`src/rtl/fpga_top_mul_share_arb.sv`:
```
// -----------------------------------------------------------------------------
// fpga_top_mul_share_arb
// Round-robin arbiter that time-shares one unsigned 10x9 -> 14-bit truncating
// multiplier among NUM_REQ requesters of the CNN accelerator datapath.
// Results go out through a single registered port, tagged with the requester
// index, and the port honours downstream backpressure.
//
// Ports
//   ap_clk     clock, rising edge
//   ap_rst     synchronous reset, active-high
//   en         grant enable (0 blocks new grants, output still drains)
//   req_valid  per-requester operand valid            [NUM_REQ]
//   req_a      packed operand A, 10 bits per requester [NUM_REQ*10]
//   req_b      packed operand B, 9 bits per requester  [NUM_REQ*9]
//   req_ready  one-hot (or zero) grant, combinational  [NUM_REQ]
//   res_valid  result valid (registered)
//   res_ready  downstream accepts result
//   res_data   truncated product (registered)          [14]
//   res_id     index of producing requester (registered) [ID_W]
//   op_count   results accepted downstream since reset [CNT_W]
// -----------------------------------------------------------------------------
module fpga_top_mul_share_arb #(
  parameter int unsigned NUM_REQ = 4,
  parameter int unsigned ID_W    = 2,
  parameter int unsigned CNT_W   = 32
) (
  input  logic                   ap_clk,
  input  logic                   ap_rst,
  input  logic                   en,
  input  logic [NUM_REQ-1:0]     req_valid,
  input  logic [NUM_REQ*10-1:0]  req_a,
  input  logic [NUM_REQ*9-1:0]   req_b,
  output logic [NUM_REQ-1:0]     req_ready,
  output logic                   res_valid,
  input  logic                   res_ready,
  output logic [13:0]            res_data,
  output logic [ID_W-1:0]        res_id,
  output logic [CNT_W-1:0]       op_count
);

  localparam int unsigned A_W = 10;
  localparam int unsigned B_W = 9;
  localparam int unsigned P_W = A_W + B_W;
  localparam int unsigned R_W = 14;

  // Round-robin scan starting at ptr; returns {found, index}.
  function automatic logic [ID_W:0] rr_pick(input logic [NUM_REQ-1:0] v,
                                            input logic [ID_W-1:0]    ptr);
    logic            found;
    logic [ID_W-1:0] idx;
    logic [ID_W-1:0] cand;
    int unsigned     s;
    found = 1'b0;
    idx   = '0;
    for (int unsigned k = 0; k < NUM_REQ; k++) begin
      s    = (32'(ptr) + k) % NUM_REQ;
      cand = ID_W'(s);
      if (!found && v[cand]) begin
        found = 1'b1;
        idx   = cand;
      end
    end
    return {found, idx};
  endfunction

  // Unpack per-requester operands.
  logic [A_W-1:0] a_arr [NUM_REQ];
  logic [B_W-1:0] b_arr [NUM_REQ];

  for (genvar gi = 0; gi < NUM_REQ; gi++) begin : g_unpack
    assign a_arr[gi] = req_a[gi*A_W +: A_W];
    assign b_arr[gi] = req_b[gi*B_W +: B_W];
  end

  logic [ID_W-1:0]  rr_ptr;
  logic [ID_W:0]    pick_c;
  logic             grant_found_c;
  logic [ID_W-1:0]  grant_idx_c;
  logic             can_accept_c;
  logic             xfer_c;
  logic             drain_c;
  logic [A_W-1:0]   a_sel_c;
  logic [B_W-1:0]   b_sel_c;
  logic [R_W-1:0]   prod_c;

  logic             res_valid_d;
  logic [R_W-1:0]   res_data_d;
  logic [ID_W-1:0]  res_id_d;
  logic [ID_W-1:0]  rr_ptr_d;
  logic [CNT_W-1:0] op_count_d;

  // Arbitration and grant; reset cycle never grants.
  always_comb begin
    pick_c        = rr_pick(req_valid, rr_ptr);
    grant_found_c = pick_c[ID_W];
    grant_idx_c   = pick_c[ID_W-1:0];
    can_accept_c  = !res_valid || res_ready;
    xfer_c        = en && can_accept_c && grant_found_c && !ap_rst;
    drain_c       = res_valid && res_ready;
    req_ready     = '0;
    if (xfer_c) begin
      req_ready[grant_idx_c] = 1'b1;
    end
  end

  // Shared multiplier: full 19-bit product, low 14 bits kept.
  always_comb begin
    a_sel_c = a_arr[grant_idx_c];
    b_sel_c = b_arr[grant_idx_c];
    prod_c  = R_W'(P_W'(a_sel_c) * P_W'(b_sel_c));
  end

  // Next state of the output register, pointer and counter.
  always_comb begin
    res_valid_d = res_valid;
    res_data_d  = res_data;
    res_id_d    = res_id;
    rr_ptr_d    = rr_ptr;
    op_count_d  = op_count;
    if (drain_c) begin
      res_valid_d = 1'b0;
      op_count_d  = op_count + CNT_W'(1);
    end
    // A new transfer reloads the register even while it drains.
    if (xfer_c) begin
      res_valid_d = 1'b1;
      res_data_d  = prod_c;
      res_id_d    = grant_idx_c;
      if (32'(grant_idx_c) == NUM_REQ - 1) begin
        rr_ptr_d = '0;
      end else begin
        rr_ptr_d = grant_idx_c + ID_W'(1);
      end
    end
  end

  // State registers.
  always_ff @(posedge ap_clk) begin
    if (ap_rst) begin
      res_valid <= 1'b0;
      res_data  <= '0;
      res_id    <= '0;
      rr_ptr    <= '0;
      op_count  <= '0;
    end else begin
      res_valid <= res_valid_d;
      res_data  <= res_data_d;
      res_id    <= res_id_d;
      rr_ptr    <= rr_ptr_d;
      op_count  <= op_count_d;
    end
  end

endmodule

```
`config.mk`:
```
export PLATFORM = sky130hd
export DESIGN_NAME = fpga_top_mul_share_arb
export DESIGN_NICKNAME = d
export VERILOG_FILES = /design/src/rtl/fpga_top_mul_share_arb.sv
export SDC_FILE = /design/constraint.sdc
export NUM_CORES = 1
export LEC_CHECK = 0
export BUFFER_PORTS_ARGS = -buffer_cell sky130_fd_sc_hd__buf_2
export CORE_AREA = 2 2 106 108
export CTS_CLUSTER_SIZE = 20
export DETAILED_ROUTE_END_ITERATION = 8
export DIE_AREA = 0 0 108 110
export PLACE_DENSITY = 0.77
export SLEW_MARGIN = 20
export SYNTH_ARGS = -nofsm -noshare
export SYNTH_HDL_FRONTEND = slang
export SYNTH_SLANG_ARGS = --single-unit
```
`constraint.sdc`:
```
create_clock -name ap_clk -period 6.3 [get_ports ap_clk]
set_clock_uncertainty 0.05 [all_clocks]
set_input_delay 1.26 -clock ap_clk [delete_from_list [all_inputs] [get_ports ap_clk]]
set_output_delay 1.26 -clock ap_clk [all_outputs]
set_load 0.01 [all_outputs]
```
==> insert_results.sql <==
INSERT INTO impl_metrics (metric_group, metric, value, unit) VALUES
('clock_tree', 'cts_root_buf', 'sky130_fd_sc_hd__clkbuf_8', ''),
('setup_path', 'arrival', '6.46', 'ns'),
('logic_synthesis', 'postSynth.asyncResetShare', '0', '%'),
('power', 'leakage', '3.38', 'nW'),
('global_routing', 'grt_pass1_wl', '21.3', 'mm'),
('cells_and_area', 'insertedDiodeCount', '0', ''),
('placement', 'placed_cell_area', '6390', 'sq um'),
('placement', 'placed_instances', '949', ''),
('detailed_routing', 'detail_route.first_pass.iterations', '6', ''),
('hold_path', 'hold_path.class', 'reg -> reg', ''),
('logic_synthesis', 'synth.area.mux_share', '0.391', '%'),
('placement', 'portbufs', '136', ''),
('clock_tree', 'num_cts_buffers', '5', ''),
('cells_and_area', 'finish.instance_area', '6620', 'sq um'),
('timing', 'fmaxAchievable', '0.159', 'GHz'),
('floorplanning', 'fp.dieArea', '11900', 'sq um'),
('detailed_routing', 'viasPerCell', '5.06', ''),
('logic_synthesis', 'ys_ff_latch', '51', ''),
('clock_tree', 'worst_setup_hold_path_clk_slew', '0.10', 'ns'),
('floorplanning', 'dieWidth', '108', 'um'),
('setup_path', 'worst_stage_delay_on_the_critical_path', '0.53', 'ns'),
('setup_path', 'cp_cell_sequence', 'buf_2 > nor2b_1 > a221o_2 > buf_4 > nand2_8 > a211oi_2 > or2_2 > or2_2 > fa_1 > fa_1 > inv_1 > fa_1 > inv_1 > fa_1 > inv_1 > ha_4 > a21boi_1 > or4_1 > o21ai_2 > o21ai_1 > xnor2_1 > o21ai_1', ''),
('timing', 'setup_repair_after_global_routing_missed_its_margin', 'true', ''),
('logic_synthesis', 'postSynthCellCount', '646', ''),
('timing', 'finalCritPeriodShare', '100', '%'),
('timing', 'timing.final.hold_violations', '0', ''),
('logic_synthesis', 'number_of_enable_flip_flop_cells_after_synthesis', '0', ''),
('detailed_routing', 'avgRoutedWirePerCell', '13.5', 'um'),
('clock_tree', 'number_of_buffers_on_the_longest_clock_path', '2', ''),
('global_routing', 'vias_in_the_first_global_route', '4699', ''),
('detailed_routing', 'via_count', '4858', ''),
('logic_synthesis', 'mappedNetlistArea', '5120', 'sq um'),
('timing', 'remaining_max_slew_budget_at_the_tightest_pin', '39.3', '%'),
('detailed_routing', 'antenna_violating_nets_post_route', '0', ''),
('outcome', 'failed_checks', 'setup timing', ''),
('hold_path', 'hold-path-cell-count', '2', ''),
('global_routing', 'grt.overflow.total', '0', ''),
('setup_path', 'cp.depth', '22', ''),
('floorplanning', 'die_y', '110', 'um'),
('cells_and_area', 'final_cells', '961', ''),
('timing', 'min_period', '6.30', 'ns'),
('cells_and_area', 'nets', '981', ''),
('logic_synthesis', 'netlist_top_cells_count', 'sky130_fd_sc_hd__nand2_1 (82), sky130_fd_sc_hd__inv_1 (81), sky130_fd_sc_hd__nor2_1 (79)', ''),
('cells_and_area', 'utilization_after_layout', '61.8', '%'),
('timing', 'report.final.setup_viol', '1', ''),
('power', 'p_total', '3.68', 'mW'),
('outcome', 'outcome', 'complete, but fails checks', ''),
('run', 'timing.max_cap.violations', '0', ''),
('placement', 'dp_slack', '-0.399', 'ns'),
('placement', 'dp_hpwl', '10.9', 'mm'),
('setup_path', 'required', '6.46', 'ns'),
('global_routing', 'grt_util_all_layers', '22.0', '%'),
('timing', 'final.setup.worst_slack', '-0.00347', 'ns'),
('setup_path', 'worst_r2r_path_depth', '21', ''),
('logic_synthesis', 'yosys_most_used_dff', 'sky130_fd_sc_hd__dfxtp_1', ''),
('floorplanning', 'initial_core_util', '47.9', '%'),
('logic_synthesis', 'post-synth-top-area-cell', 'sky130_fd_sc_hd__dfxtp_1', ''),
('logic_synthesis', 'yosys.area_share.xor_xnor', '7.79', '%'),
('logic_synthesis', 'synth_top_family_by_area', 'simple AND/OR/NAND/NOR gates', ''),
('global_routing', 'number_of_antenna_violations_at_the_first_check_in_global_routing', '0', ''),
('setup_path', 'cp_num_buf_inv', '5', ''),
('detailed_routing', 'remaining_drc_errors', '0', ''),
('timing', 'worstMarginPinSlew', '0.910', 'ns'),
('detailed_routing', 'finalWirelength', '13.0', 'mm'),
('floorplanning', 'boundaryPins', '137', ''),
('placement', 'routabilityCongestion', '0.910', ''),
('setup_path', 'cp_slowest_cell', 'sky130_fd_sc_hd__fa_1', ''),
('logic_synthesis', 'top_post_synthesis_cells_by_area', 'sky130_fd_sc_hd__dfxtp_1 (20%), sky130_fd_sc_hd__fa_1 (19%), sky130_fd_sc_hd__ha_1 (6.8%), sky130_fd_sc_hd__nand2_1 (6.0%), sky130_fd_sc_hd__inv_1 (5.9%)', ''),
('cells_and_area', 'share_of_final_layout_standard_cells_stronger_than_drive_strength_1', '34.1', '%'),
('setup_path', 'crit_path_max_fanout', '11', ''),
('logic_synthesis', 'post_synth_and_or_nand_nor_area_fraction', '29.4', '%');
-- final timing paths --
path / slack [ns] / startpoint / endpoint
max: -0.003 / req_valid[2] / res_data[13]
min reg2reg: 0.40 / res_data[9] / res_data[9]
min: 0.40 / res_data[9] / res_data[9]
max reg2reg: 0.71 / rr_ptr[1] / res_data[13]
-- placed cells by master, fill, tap and decap left out, drive strengths merged, types with 23 or more instances in the layout --
cell	n
and3	32
dfxtp	51
buf	198
nand3	28
fa	49
xor2	24
nor2	79
or2	44
a211oi	23
ha	28
nand2	85
inv	82
-- per-stage QoR --
| step | hold slack (ns) | TNS [ns] |
|---|---|---|
| 3_5_place_dp | 0.393 | -1.62 |
| 6_report | 0.401 | -0.00347 |
| 2_1_floorplan | 0.426 | -0.0298 |
| 5_1_grt | 0.431 | -0.596 |
| 4_1_cts | 0.406 | 0 |
| 3_3_place_gp | 0.393 | -1.01 |
-- sequential cells by signal (all words and copies together) (netlist names) --
register	cells
res_data	14
rr_ptr	2
res_valid	1
op_count	32
res_id	2
-- metal layers --
metal	vias to the layer above	global-route usage [%]	part of all wire [%]
met4	0	2.47	0.97
met5	-	0	0
met3	14	3.06	4.8
met2	150	39.9	50
li1	2395	-	-
met1	2299	28.9	44
-- where the power goes --
| group | total [mW] | internal [mW] | switching [mW] |
|---|---|---|---|
| Clock | 0.232 | 0.120 | 0.112 |
| Combinational | 3.08 | 1.50 | 1.58 |
| Sequential | 0.362 | 0.349 | 0.0131 |
| Total | 3.68 | 1.97 | 1.70 |
-- cell families after synthesis --
kind of cell             count (synthesis)
AND/OR/NAND/NOR                        302
XOR/XNOR                                44
buffers and inverters                  113
multiplexers                             2
flip-flops                              51
AO/OA/AOI/OAI                           57
adder cells (fa/ha/maj)                 77
-- final cells by class --
class,instances,share of cell area [%]
Inverter,81,4.60
Clock buffer,5,1.04
Sequential cell,51,15.4
Timing Repair Buffer,198,18.4
Tap cell,140,2.65
Multi-Input combinational cell,483,57.2
Clock inverter,3,0.700
-- tightest hold or removal path: stages (launching register included) --
cell and delay, ns:
sky130_fd_sc_hd__dfxtp_1 0.31, sky130_fd_sc_hd__nand2_1 0.05, sky130_fd_sc_hd__a21oi_1 0.05
-- what timing repair did --
action | in CTS | in global routing
setup endpoints to repair | 4 | 4
gates resized for setup | 6 | 12
buffers inserted | 2 | 1
cloned | 1 | 0
pin swaps | 3 | 5
No activity file was read; power rests on OpenSTA's default activity.
